==> src/rtl/usb_tx_pkg.sv <==
// Shared types and constants for the USB full-speed transmit encoder.
package usb_tx_pkg;

  typedef enum logic [2:0] {
    IDLE    = 3'd0,
    SYNC    = 3'd1,
    DATA    = 3'd2,
    EOP_SE0 = 3'd3,
    EOP_J   = 3'd4
  } tx_state_e;

  // Line states as {dp, dm}
  localparam logic [1:0] LINE_J   = 2'b10;
  localparam logic [1:0] LINE_K   = 2'b01;
  localparam logic [1:0] LINE_SE0 = 2'b00;

  localparam logic [7:0]  SYNC_BYTE    = 8'h80;
  localparam int unsigned EOP_SE0_BITS = 2;

  // NRZI: a 0 toggles J/K, a 1 holds the previous line state
  function automatic logic [1:0] nrzi_next(input logic [1:0] prev, input logic bit_val);
    if (bit_val) return prev;
    return (prev == LINE_K) ? LINE_J : LINE_K;
  endfunction

endpackage

==> src/rtl/usb_tx_encoder_bit_timer.sv <==
// Bit-time counter: counts 0..CLKS_PER_BIT-1 while enabled, ticks on the last count.
module tx_bit_timer #(
  parameter int unsigned CLKS_PER_BIT = 8
) (
  input  logic clk,
  input  logic n_rst,
  input  logic en,
  input  logic clr,
  output logic bit_tick
);

  localparam int unsigned CNT_W = $clog2(CLKS_PER_BIT);
  localparam logic [CNT_W-1:0] CNT_MAX = CNT_W'(CLKS_PER_BIT - 1);

  logic [CNT_W-1:0] cnt;

  // Free-running bit counter, held at zero while cleared
  always_ff @(posedge clk or negedge n_rst) begin
    if (!n_rst) begin
      cnt <= '0;
    end else if (clr) begin
      cnt <= '0;
    end else if (en) begin
      cnt <= (cnt == CNT_MAX) ? '0 : cnt + CNT_W'(1);
    end
  end

  assign bit_tick = en && (cnt == CNT_MAX);

endmodule

==> src/rtl/usb_tx_encoder.sv <==
// USB full-speed transmit line encoder: SYNC, LSB-first serialisation, bit stuffing, NRZI, EOP.
module usb_tx_encoder
  import usb_tx_pkg::*;
#(
  parameter int unsigned CLKS_PER_BIT = 8,
  parameter int unsigned STUFF_LEN    = 6
) (
  input  logic       clk,
  input  logic       n_rst,
  input  logic       tx_valid,
  input  logic [7:0] tx_data,
  input  logic       tx_last,
  output logic       tx_ready,
  output logic       tx_err,
  output logic       tx_busy,
  output logic       tx_oe,
  output logic       d_plus_out,
  output logic       d_minus_out
);

  localparam int unsigned BYTE_W  = 8;
  localparam int unsigned IDX_W   = 3;
  localparam int unsigned STUFF_W = $clog2(STUFF_LEN + 1);
  localparam int unsigned EOP_W   = (EOP_SE0_BITS > 1) ? $clog2(EOP_SE0_BITS) : 1;
  localparam logic [IDX_W-1:0] LAST_IDX = IDX_W'(BYTE_W - 1);

  tx_state_e state, state_next;

  logic [BYTE_W-1:0]  shreg, shreg_n;
  logic [IDX_W-1:0]   bit_idx, bit_idx_n;
  logic [STUFF_W-1:0] stuff_cnt, stuff_cnt_n;
  logic [EOP_W-1:0]   eop_cnt, eop_cnt_n;
  logic [1:0]         line, line_n;
  logic               cur_last, cur_last_n;
  logic               bit_tick, timer_en, timer_clr;
  logic               stuff_due, nxt_bit;

  assign timer_en  = (state != IDLE);
  assign timer_clr = (state == IDLE);

  tx_bit_timer #(
    .CLKS_PER_BIT(CLKS_PER_BIT)
  ) u_bit_timer (
    .clk      (clk),
    .n_rst    (n_rst),
    .en       (timer_en),
    .clr      (timer_clr),
    .bit_tick (bit_tick)
  );

  assign stuff_due = (stuff_cnt == STUFF_W'(STUFF_LEN));

  // Next bit to put on the line when the current bit time ends
  always_comb begin
    nxt_bit = 1'b0;
    if (state == IDLE) begin
      nxt_bit = SYNC_BYTE[0];
    end else if (stuff_due) begin
      nxt_bit = 1'b0;
    end else if (bit_idx != LAST_IDX) begin
      nxt_bit = shreg[bit_idx + IDX_W'(1)];
    end else begin
      nxt_bit = tx_data[0];
    end
  end

  // State register
  always_ff @(posedge clk or negedge n_rst) begin
    if (!n_rst) state <= IDLE;
    else        state <= state_next;
  end

  // Next-state logic; a pending stuff bit delays the byte boundary
  always_comb begin
    state_next = state;
    unique case (state)
      IDLE: if (tx_valid) state_next = SYNC;
      SYNC, DATA: begin
        if (bit_tick && !stuff_due && (bit_idx == LAST_IDX)) begin
          state_next = (!cur_last && tx_valid) ? DATA : EOP_SE0;
        end
      end
      EOP_SE0: if (bit_tick && (eop_cnt == EOP_W'(EOP_SE0_BITS - 1))) state_next = EOP_J;
      EOP_J:   if (bit_tick) state_next = IDLE;
      default: state_next = IDLE;
    endcase
  end

  // Handshake pulses and datapath next values
  always_comb begin
    tx_ready    = 1'b0;
    tx_err      = 1'b0;
    shreg_n     = shreg;
    bit_idx_n   = bit_idx;
    stuff_cnt_n = stuff_cnt;
    eop_cnt_n   = eop_cnt;
    line_n      = line;
    cur_last_n  = cur_last;
    unique case (state)
      IDLE: begin
        if (tx_valid) begin
          shreg_n     = SYNC_BYTE;
          bit_idx_n   = '0;
          cur_last_n  = 1'b0;
          line_n      = nrzi_next(LINE_J, nxt_bit);
          stuff_cnt_n = nxt_bit ? STUFF_W'(1) : '0;
        end
      end
      SYNC, DATA: begin
        if (bit_tick) begin
          if (stuff_due) begin
            line_n      = nrzi_next(line, 1'b0);
            stuff_cnt_n = '0;
          end else if (bit_idx != LAST_IDX || (!cur_last && tx_valid)) begin
            if (bit_idx == LAST_IDX) begin
              tx_ready   = 1'b1;
              shreg_n    = tx_data;
              cur_last_n = tx_last;
              bit_idx_n  = '0;
            end else begin
              bit_idx_n  = bit_idx + IDX_W'(1);
            end
            line_n      = nrzi_next(line, nxt_bit);
            stuff_cnt_n = nxt_bit ? stuff_cnt + STUFF_W'(1) : '0;
          end else begin
            tx_err      = !cur_last;
            line_n      = LINE_SE0;
            eop_cnt_n   = '0;
            stuff_cnt_n = '0;
          end
        end
      end
      EOP_SE0: begin
        if (bit_tick) begin
          if (eop_cnt == EOP_W'(EOP_SE0_BITS - 1)) line_n = LINE_J;
          else                                     eop_cnt_n = eop_cnt + EOP_W'(1);
        end
      end
      EOP_J: ;
      default: line_n = LINE_J;
    endcase
  end

  // Datapath registers
  always_ff @(posedge clk or negedge n_rst) begin
    if (!n_rst) begin
      shreg     <= '0;
      bit_idx   <= '0;
      stuff_cnt <= '0;
      eop_cnt   <= '0;
      line      <= LINE_J;
      cur_last  <= 1'b0;
    end else begin
      shreg     <= shreg_n;
      bit_idx   <= bit_idx_n;
      stuff_cnt <= stuff_cnt_n;
      eop_cnt   <= eop_cnt_n;
      line      <= line_n;
      cur_last  <= cur_last_n;
    end
  end

  assign tx_busy     = (state != IDLE);
  assign tx_oe       = tx_busy;
  assign d_plus_out  = line[1];
  assign d_minus_out = line[0];

endmodule
==> config.mk <==
export PLATFORM = sky130hd
export DESIGN_NAME = usb_tx_encoder
export DESIGN_NICKNAME = d
export VERILOG_FILES = /design/src/rtl/usb_tx_pkg.sv /design/src/rtl/usb_tx_encoder_bit_timer.sv /design/src/rtl/usb_tx_encoder.sv
export SDC_FILE = /design/constraint.sdc
export NUM_CORES = 1
export LEC_CHECK = 0
export CORE_ASPECT_RATIO = 1.5
export CORE_UTILIZATION = 29
export DETAILED_ROUTE_END_ITERATION = 10
export PLACE_DENSITY = 0.46
export SETUP_SLACK_MARGIN = 0.05
export SYNTH_ARGS = -nofsm -noshare
export SYNTH_HDL_FRONTEND = slang
export SYNTH_HIERARCHICAL = 1
export SYNTH_SLANG_ARGS = --single-unit
==> constraint.sdc <==
create_clock -name clk -period 2.4 [get_ports clk]
set_input_delay 0.72 -clock clk [delete_from_list [all_inputs] [get_ports clk]]
set_output_delay 0.72 -clock clk [all_outputs]
set_load 0.02 [all_outputs]
# Yosys cells after proc, flatten, opt, wreduce, memory -nomap -nowiden
# Index checks and enable logic that the tools add are counted.
[word_totals]
ff_bits = 24
latch_bits = 0
mem_bits_rw = 0
romBits = 0
inputBits = 12
wordCells = 127
n_memories = 0
[classes]
addsub = 4
mul = 0
n_div = 0
order_cmp = 1
n_eq_ne = 21
n_shift = 0
mux = 72
bitwise = 1
n_reduce_logical = 20
[ops]
columns = ["operator", "n"]
rows = [
  ["3-bit 2-to-1 mux", 17],
  ["8-bit 2-to-1 mux", 5],
  ["1-bit 2-to-1 mux", 32],
  ["2-bit inequality test, second input constant", 11],
  ["2-bit 2-to-1 mux", 10],
  ["8-bit one-hot mux with 2 select lines", 1],
  ["3-bit == test, second input constant", 4],
  ["3-bit one-hot mux with 2 select lines", 2],
  ["3-bit one-hot mux with 4 select lines", 1],
  ["6-bit AND reduction", 2],
  ["5-bit AND reduction", 2],
  ["3-bit by 1-bit adder with 3-bit output, second input constant", 3],
  ["2-bit one-hot mux with 4 select lines", 1],
  ["3-bit by 2-bit == test with 1-bit output, second input constant", 2],
  ["2-bit nonzero test", 3],
  ["1-bit logical AND", 5],
  ["5-bit inequality test, second input constant", 1],
  ["3-bit by 4-bit less-than comparator with 1-bit output, second input constant", 1],
  ["1-bit one-hot mux with 2 select lines", 2],
  ["4-bit AND reduction", 1],
  ["1-bit binary-select mux with 3-bit select", 1],
  ["3-bit by 1-bit == test with 1-bit output, second input constant", 1],
  ["3-bit logical NOT", 1],
  ["3-bit inequality test, second input constant", 1],
  ["8 further kinds", 9],
]

# Depth between registers and ports, before layout
# Gate-level depths: netlist of the first run.
[depth]
ltp_word = 16
depth_mapped = 10

# Hierarchy
# The synthesis of the first run kept the hierarchy.
[by_module_without_submodules]
columns = ["module", "instances", "cells_each", "area_each_um2", "seq_area_each_um2"]
rows = [
  ["usb_tx_encoder", 1, 136, 1248.7, 526.8],
  ["tx_bit_timer", 1, 13, 157.7, 75.1],
]

# Worst setup path before layout of the first run
# OpenSTA, ideal clock, no wires.
[synth_timing]
kind = "register -> output"
startpoint = "reg state[2]"
endpoint = "out tx_err"
t_arrival_ns = 1.867
slack_ns = -0.187
path_stages_with_launch = 7
n_path_buf = 1
cell_sequence = "dfrtp_1 -> buf_2 -> nor3_1 -> inv_1 -> and2_1 -> nand3_1 -> nor4_1"
[synth_between]
elab_chain_cells = 4
word_cells_on_any_way = 7
classes_between = "eq/ne: 2; mux: 2; reduce/logical: 3"
[synth_lines]
columns = ["item", "line_no", "source"]
rows = [
  ["start, declared", "usb_tx_encoder.sv:27", "tx_state_e state, state_next;"],
  ["start signal, assigned", "usb_tx_encoder.sv:70", "else state <= state_next;"],
  ["3-bit nonzero test", "-", ""],
  ["net tx_busy", "usb_tx_encoder.sv:15", "output logic tx_busy,"],
  ["1-bit logical AND", "usb_tx_encoder_bit_timer.sv:28", "assign bit_tick = en && (cnt == CNT_MAX);"],
  ["net bit_tick", "usb_tx_encoder.sv:35", "logic bit_tick, timer_en, timer_clr;"],
  ["1-bit 2-to-1 mux", "usb_tx_encoder.sv:110", "if (bit_tick) begin"],
  ["1-bit 2-to-1 mux", "usb_tx_encoder.sv:99", "unique case (state)"],
  ["end, declared", "usb_tx_encoder.sv:14", "output logic tx_err,"],
]
# The timed path passes the listed nets, and every way through them passes these cells.

# Worst setup path after layout of the first run
[layout_timing]
startpoint = "reg u_bit_timer.cnt[0]"
endpoint = "out tx_err"
[layout_between]
elab_chain_cells = 4
[layout_lines]
columns = ["item", "line_no", "source"]
rows = [
  ["start, declared", "usb_tx_encoder_bit_timer.sv:15", "logic [CNT_W-1:0] cnt;"],
  ["start signal, assigned", "usb_tx_encoder_bit_timer.sv:24", "cnt <= (cnt == CNT_MAX) ? '0 : cnt + CNT_W'(1);"],
  ["3-bit == test", "usb_tx_encoder_bit_timer.sv:28", ""],
  ["1-bit logical AND", "usb_tx_encoder_bit_timer.sv:28", ""],
  ["net bit_tick", "usb_tx_encoder.sv:35", ""],
  ["1-bit 2-to-1 mux", "usb_tx_encoder.sv:110", ""],
  ["1-bit 2-to-1 mux", "usb_tx_encoder.sv:99", ""],
]
# The timed path passes the listed nets, and every way through them passes these cells.

==> metrics, run 1 <==
ratio of total power to cell area 1080 nW/um^2; met2 capacity usage during global routing 26.8%; kind of cell adding the most delay to the critical path simple AND/OR/NAND/NOR gates; die footprint 5140 um^2; Finished Core Util 42.6%; number of nets in the finished design 212; Critical Path End Type output pin; startpoint kind of the worst setup timing path register; Most Crowded Layer GR met2; critical path, cell by cell ha_1 > ha_2 > and2_4 > nand3_2 > nor4_2 > buf_4; max-capacitance violation count 0; buffers from clock root to sink, at most 2; DR DRC count 0; final count of negative-setup-slack endpoints 0; number of vias after detailed routing 1244; initial DRC count 27; final worst slack 0.0992 ns; placed cells 252; RSZ-0062 raised after global routing true; via density per instance 4.84; area of the core 4580 um^2; Power Total 0.00211 W; worst slew margin relative to its limit 77.1%; min cycle time layout 2.30 ns; per-instance average area after synthesis 9.44 um^2; total number of placement rows 30; 1st-pass router iterations 4; data arrival time of the critical path 1.58 ns; hold buffers post-CTS 0; CTS tree done; share of post-route cells with drive strength above 1 30.6%; share of the clock period used by the worst path after layout 95.9%; number of H-tree levels 1; DP Wirelength 2620 um; first-pass GRT wire length 5840 um; CP Max Fanout 2; clock transition at the register clock pins on the worst setup and hold paths after CTS 0.09 ns; Peak supply drop 401 uV; min-delay worst type register to register; largest family of logic cells by synthesized area simple AND/OR/NAND/NOR gates; GRT met3 Usage 1.49%; number of distinct library cells after synthesis 44; gr usage total 15.1%; remaining antenna violation count 0; post-synth top area cell sky130_fd_sc_hd__dfrtp_1; clock tree sinks 24; horizontal extent of the die 58.9 um; highest achievable clock rate 435 MHz; total count of hold-check failures in the final report 0; clock root buffer sky130_fd_sc_hd__clkbuf_8; post-route non-filler standard cell count 257; Ant. Diodes 0; status finished, final reports clean; total standard cell area after synthesis 1410 um^2; endpoint required time on the critical path 1.68 ns; count of mapped cells out of synthesis 149; leading cell type in the layout, fill and taps excluded sky130_fd_sc_hd__buf_4; Worst Clk Skew 0.00235 ns; simple-gate share of the synthesized area 21.1%; crit path max-delay cell type sky130_fd_sc_hd__dfrtp_1; Avg WL per Cell 13.1 um; number of global-route vias before repair 1320; Synth Net Count 167; initial cell density of the core 30.7%; clock latency on the worst-skew pair 0.27 ns; antenna violations before repair 0; slew at the pin with the worst max-slew slack 0.342 ns; count of port buffers added during placement 17; highest-count cells in the layout ignoring fill and taps sky130_fd_sc_hd__buf_4, sky130_fd_sc_hd__dfrtp_1, sky130_fd_sc_hd__clkdlybuf4s50_1, sky130_fd_sc_hd__inv_1, sky130_fd_sc_hd__nand3_1; compound-gate portion of the synthesized area 17.1%; fill cell count 489; leakage power total 0.860 nW; top cells by area in the synthesized netlist sky130_fd_sc_hd__dfrtp_1, sky130_fd_sc_hd__ha_1, sky130_fd_sc_hd__nand3_1, sky130_fd_sc_hd__o21ai_0, sky130_fd_sc_hd__inv_1; Seq/Total Area, Yosys 42.8%; placer congestion estimate 0.789; Global Route met1 Usage 17.7%; worst setup path category register to output pin; area fraction of the dominant cell type after synthesis 40.9%; multiplexer share of the synthesized area 6.94%; synthesized flop and latch total 24; maximum number of pins on one net before global-route repair 25; num ports 18; stage delay of the slowest cell on the critical path 0.37 ns; Die Span Y 87.3 um; count of final max-slew check failures 0; total wire length 3370 um; worst slack after detailed placement -0.497 ns; adder-cell share of the synthesized area 5.34%; post-route setup TNS 0 ns; Yosys warnings 6; crit path buf inv count 1; area added between synthesis and finish 38.8%; overflow left after global routing 0; cts bufs inserted 3; xor/xnor cell area share of the yosys netlist 0.623%
## sequential cells by signal, indices dropped and copies added, names as in the netlist
register         count
shreg                8
bit_idx              3
state                3
stuff_cnt            3
u_bit_timer/cnt      3
line                 2
cur_last             1
eop_cnt              1
## what timing repair did
| item | 4_1_cts | 5_1_grt |
|---|---|---|
| cloned | 0 | 0 |
| pin swaps | 0 | 1 |
| buffers inserted | 0 | 1 |
| resized for setup | 19 | 2 |
| setup endpoints to repair | 6 | 2 |
## metrics by stage
stage,hold WS [ns],area (um^2)
floorplan,0.424,1420
global placement,0.473,1860
detailed placement,0.481,1860
CTS,0.503,1940
global route,0.533,1950
finish,0.497,1950
## tightest hold or removal path, cell delays in order (launching register included)
cell	delay [ns]
sky130_fd_sc_hd__dfrtp_1	0.36
sky130_fd_sc_hd__nand2_1	0.05
sky130_fd_sc_hd__o21ai_0	0.06
## area by class of cell
cell class / count / area [um^2] / area share, %
Clock buffer: 3 / 41.3 / 2.12
Inverter: 12 / 45.0 / 2.31
Timing Repair Buffer: 47 / 399 / 20.4
Clock inverter: 1 / 30.0 / 1.54
Multi-Input combinational cell: 106 / 753 / 38.6
Tap cell: 64 / 80.1 / 4.10
Sequential cell: 24 / 603 / 30.9
## per-layer routing
| metal | wire length (um) | share of wire (%) |
|---|---|---|
| met5 | 0 | 0 |
| met4 | 84 | 2.5 |
| met3 | 99 | 2.9 |
| met2 | 1760 | 52 |
| met1 | 1430 | 42 |
## worst paths after layout
path / from / to / slack, ns / cells after the start
worst max-delay path: u_bit_timer/cnt[0] / tx_err / 0.1 / 6
worst min-delay path: bit_idx[2] / bit_idx[2] / 0.50 / 2
worst max register to register: bit_idx[0] / line[0] / 0.23 / 6
worst min register to register: bit_idx[2] / bit_idx[2] / 0.50 / 2
max in group asynchronous: n_rst / line[1] / 1.30 / 2
min in group asynchronous: n_rst / stuff_cnt[1] / 0.81 / 2
## logic make-up (layout without fill, tap and decap cells)
kind of cell | count (synthesis) | count (layout)
xor gates and xnor gates | 1 | 1
adders and majority gates | 6 | 6
and+or+nand+nor | 56 | 56
muxes | 8 | 8
DFF | 24 | 24
buffers and inverters | 19 | 63
AOI/OAI and AO/OA | 35 | 35
## synthesized netlist by cell type
cell type / number
sky130_fd_sc_hd__dfrtp_1: 23
sky130_fd_sc_hd__inv_1: 12
sky130_fd_sc_hd__nand3_1: 12
sky130_fd_sc_hd__nand2_1: 10
sky130_fd_sc_hd__o21ai_0: 10
sky130_fd_sc_hd__nor2_1: 9
sky130_fd_sc_hd__nand2b_1: 7
sky130_fd_sc_hd__ha_1: 6
sky130_fd_sc_hd__a21oi_1: 5
sky130_fd_sc_hd__mux2_2: 4
sky130_fd_sc_hd__nor3_1: 4
sky130_fd_sc_hd__buf_2: 3
sky130_fd_sc_hd__buf_4: 3
sky130_fd_sc_hd__mux2i_1: 3
sky130_fd_sc_hd__a21oi_2: 2
sky130_fd_sc_hd__a31o_2: 2
sky130_fd_sc_hd__a31oi_1: 2
sky130_fd_sc_hd__nand3b_1: 2
sky130_fd_sc_hd__nor2b_1: 2
sky130_fd_sc_hd__o21bai_1: 2
sky130_fd_sc_hd__o31ai_1: 2
sky130_fd_sc_hd__or3b_1: 2
sky130_fd_sc_hd__a211oi_1: 1
sky130_fd_sc_hd__a21boi_0: 1
sky130_fd_sc_hd__a21o_1: 1
sky130_fd_sc_hd__a22o_1: 1
sky130_fd_sc_hd__a2bb2oi_2: 1
sky130_fd_sc_hd__a32oi_1: 1
sky130_fd_sc_hd__and2_1: 1
sky130_fd_sc_hd__and3_1: 1
sky130_fd_sc_hd__clkbuf_1: 1
sky130_fd_sc_hd__dfstp_2: 1
sky130_fd_sc_hd__mux4_2: 1
sky130_fd_sc_hd__nor2_2: 1
sky130_fd_sc_hd__nor3b_1: 1
sky130_fd_sc_hd__nor4_1: 1
sky130_fd_sc_hd__o21ai_1: 1
sky130_fd_sc_hd__o22a_1: 1
sky130_fd_sc_hd__o22ai_1: 1
sky130_fd_sc_hd__o31ai_2: 1
sky130_fd_sc_hd__or2_0: 1
sky130_fd_sc_hd__or3_1: 1
sky130_fd_sc_hd__or3b_4: 1
sky130_fd_sc_hd__xnor2_1: 1
## report_power, final
group	total (W)	internal (W)	switching (W)
registers	0.000658	0.000562	0.0000968
clock network	0.000365	0.000223	0.000141
logic	0.00108	0.000576	0.000507
total	0.00211	0.00136	0.000745
(Power assumes the default switching activity.)
==> inputs of run 2 (changes only) <==
--- a/config.mk
+++ b/config.mk
@@ -8,7 +8,6 @@
 export CORE_ASPECT_RATIO = 1.5
 export CORE_UTILIZATION = 29
 export DETAILED_ROUTE_END_ITERATION = 10
-export PLACE_DENSITY = 0.46
 export SETUP_SLACK_MARGIN = 0.05
 export SYNTH_ARGS = -nofsm -noshare
 export SYNTH_HDL_FRONTEND = slang
==> metrics, run 2 (synthesized netlist as in run 1, its figures left out) <==
status finished, final reports clean; initial cell density of the core 30.7%; placer congestion estimate 0.777; highest-count cells in the layout ignoring fill and taps sky130_fd_sc_hd__dfrtp_1, sky130_fd_sc_hd__buf_4, sky130_fd_sc_hd__clkdlybuf4s50_1, sky130_fd_sc_hd__inv_1, sky130_fd_sc_hd__nand3_1; Critical Path End Type output pin; part of the total power dissipated in combinational logic 52.5%; clock latency on the worst-skew pair 0.26 ns; sw frac 37.4%; Die Span Y 87.3 um; clock root buffer sky130_fd_sc_hd__clkbuf_8; placed cell area 1810 um^2; endpoint of the lowest-slack register-to-register path line[0]; RSZ-0062 raised after global routing false; number of global-route vias before repair 1187; die footprint 5140 um^2; highest achievable clock rate 446 MHz; final count of negative-setup-slack endpoints 0; remaining antenna violation count 0; gr usage total 13.7%; end point of the worst hold path bit_idx[2]; Clk network pwr share 12.9%; total wire length 2990 um; CTS tree done; P_int 0.00119 W; horizontal extent of the die 58.9 um; total count of hold-check failures in the final report 0; total number of placement rows 30; maximum number of pins on one net before global-route repair 25; DP Wirelength 2330 um; area of the core 4580 um^2; Ant. Diodes 0; initial DRC count 21; final worst slack 0.159 ns; area added between synthesis and finish 32.0%; CP Max Fanout 3; ratio of total power to cell area 1030 nW/um^2; count of port buffers added during placement 17; relative contribution of sequential cells to total power 34.6%; number of vias after detailed routing 1167; r2r startpoint bit_idx[0]; data arrival time of the critical path 1.52 ns; overflow left after global routing 0; max-capacitance violation count 0; worst setup path category register to output pin; worst slack after detailed placement -0.417 ns; post-route setup TNS 0 ns; clock tree sinks 24; worst hold path cell count 2; depth of the worst register-to-register path 6; Worst Clk Skew 0.00602 ns; total non-filler cell area in the finished layout 1860 um^2; share of post-route cells with drive strength above 1 25.4%; startpoint kind of the worst setup timing path register; Top reg by flops shreg; DR DRC count 0; antenna violations before repair 0; endpoint required time on the critical path 1.68 ns; switching power summed over all nets 0.000712 W; count of final max-slew check failures 0; Avg WL per Cell 12.0 um; first-pass GRT wire length 5400 um; number of H-tree levels 1; via density per instance 4.69; clock transition at the register clock pins on the worst setup and hold paths after CTS 0.09 ns; min cycle time layout 2.24 ns; r2r setup slk 0.23 ns; slew at the pin with the worst max-slew slack 0.332 ns; cts bufs inserted 3; leakage power total 0.819 nW; number of nets in the finished design 204; 1st-pass router iterations 4; source of the worst hold timing path bit_idx[2]; num ports 18; worst slew margin relative to its limit 77.8%; buffers from clock root to sink, at most 2; flip-flop count of the largest register, all copies and words added 8; Peak supply drop 474 uV; share of the clock period used by the worst path after layout 93.4%; min-delay worst type register to register
==> run 2: how the worst max path moves through the flow <==
stage | from | to | slack [ns] | depth (start not counted)
2_1_floorplan | state[2] | tx_err | 0.16 | 6
3_3_place_gp | tx_valid | tx_err | -0.39 | 3
3_5_place_dp | tx_valid | tx_err | -0.42 | 3
4_1_cts | tx_valid | tx_err | 0.02 | 3
5_1_grt | u_bit_timer/cnt[1] | tx_err | 0.05 | 6
6_report | state[1] | tx_err | 0.16 | 4
==> run 2: layout make-up <==
class | count | area [um^2]
Sequential cell | 24 | 602
Inverter | 12 | 45.0
Timing Repair Buffer | 39 | 343
Clock buffer | 4 | 45.0
Fill cell | 478 | 2720
Tap cell | 64 | 80.1
Multi-Input combinational cell | 106 | 742
==> run 2: power by group through the flow <==
stage | registers (W) | logic [W] | clock network (W)
2_1_floorplan | 0.000668 | 0.000624 | 0
3_5_place_dp | 0.000670 | 0.00101 | 0
6_report | 0.000659 | 0.00100 | 0.000246
3_3_place_gp | 0.000661 | 0.000989 | 0
4_1_cts | 0.000662 | 0.00101 | 0.000259
5_1_grt | 0.000682 | 0.00112 | 0.000279
==> run 2: timing repair <==
action,CTS,global route
buffers inserted,0,0
endpoints found under the setup margin,4,5
hold buffers,0,0
pin swaps,0,0
endpoints found under the hold margin,0,0
resized for setup,11,6
==> run 2: critical path: stages (launching register included) <==
cell and delay [ns]:
sky130_fd_sc_hd__dfrtp_1 0.42, sky130_fd_sc_hd__xnor2_1 0.15, sky130_fd_sc_hd__or2_0 0.28, sky130_fd_sc_hd__nor4_2 0.23, sky130_fd_sc_hd__buf_4 0.18
==> run 2: metal layers <==
layer / wire length (um) / share of wire, % / global-route usage [%]
met5: 0 / 0 / 0
met3: 57 / 1.9 / 1.78
met4: 50 / 1.7 / 5.63
met1: 1310 / 44 / 17.1
met2: 1580 / 53 / 23.6
==> run 2: through the flow <==
stage	hold WS [ns]	power [W]	util [%]	instances
final	0.512	0.00191	40.5	249
after CTS	0.506	0.00193	40.2	249
after global placement	0.476	0.00165	39.5	245
after detailed placement	0.481	0.00168	39.5	245
after global routing	0.551	0.00208	40.5	249
after floorplan	0.424	0.00129	-	149
==> inputs of run 3 (changes only) <==
--- a/config.mk
+++ b/config.mk
@@ -5,6 +5,7 @@
 export SDC_FILE = /design/constraint.sdc
 export NUM_CORES = 1
 export LEC_CHECK = 0
+export ABC_CLOCK_PERIOD_IN_PS = 2400
 export CORE_ASPECT_RATIO = 1.5
 export CORE_UTILIZATION = 29
 export DETAILED_ROUTE_END_ITERATION = 10
==> results of run 3 <==
Same layout as run 2: the final DEF is identical, and so are final timing and power.
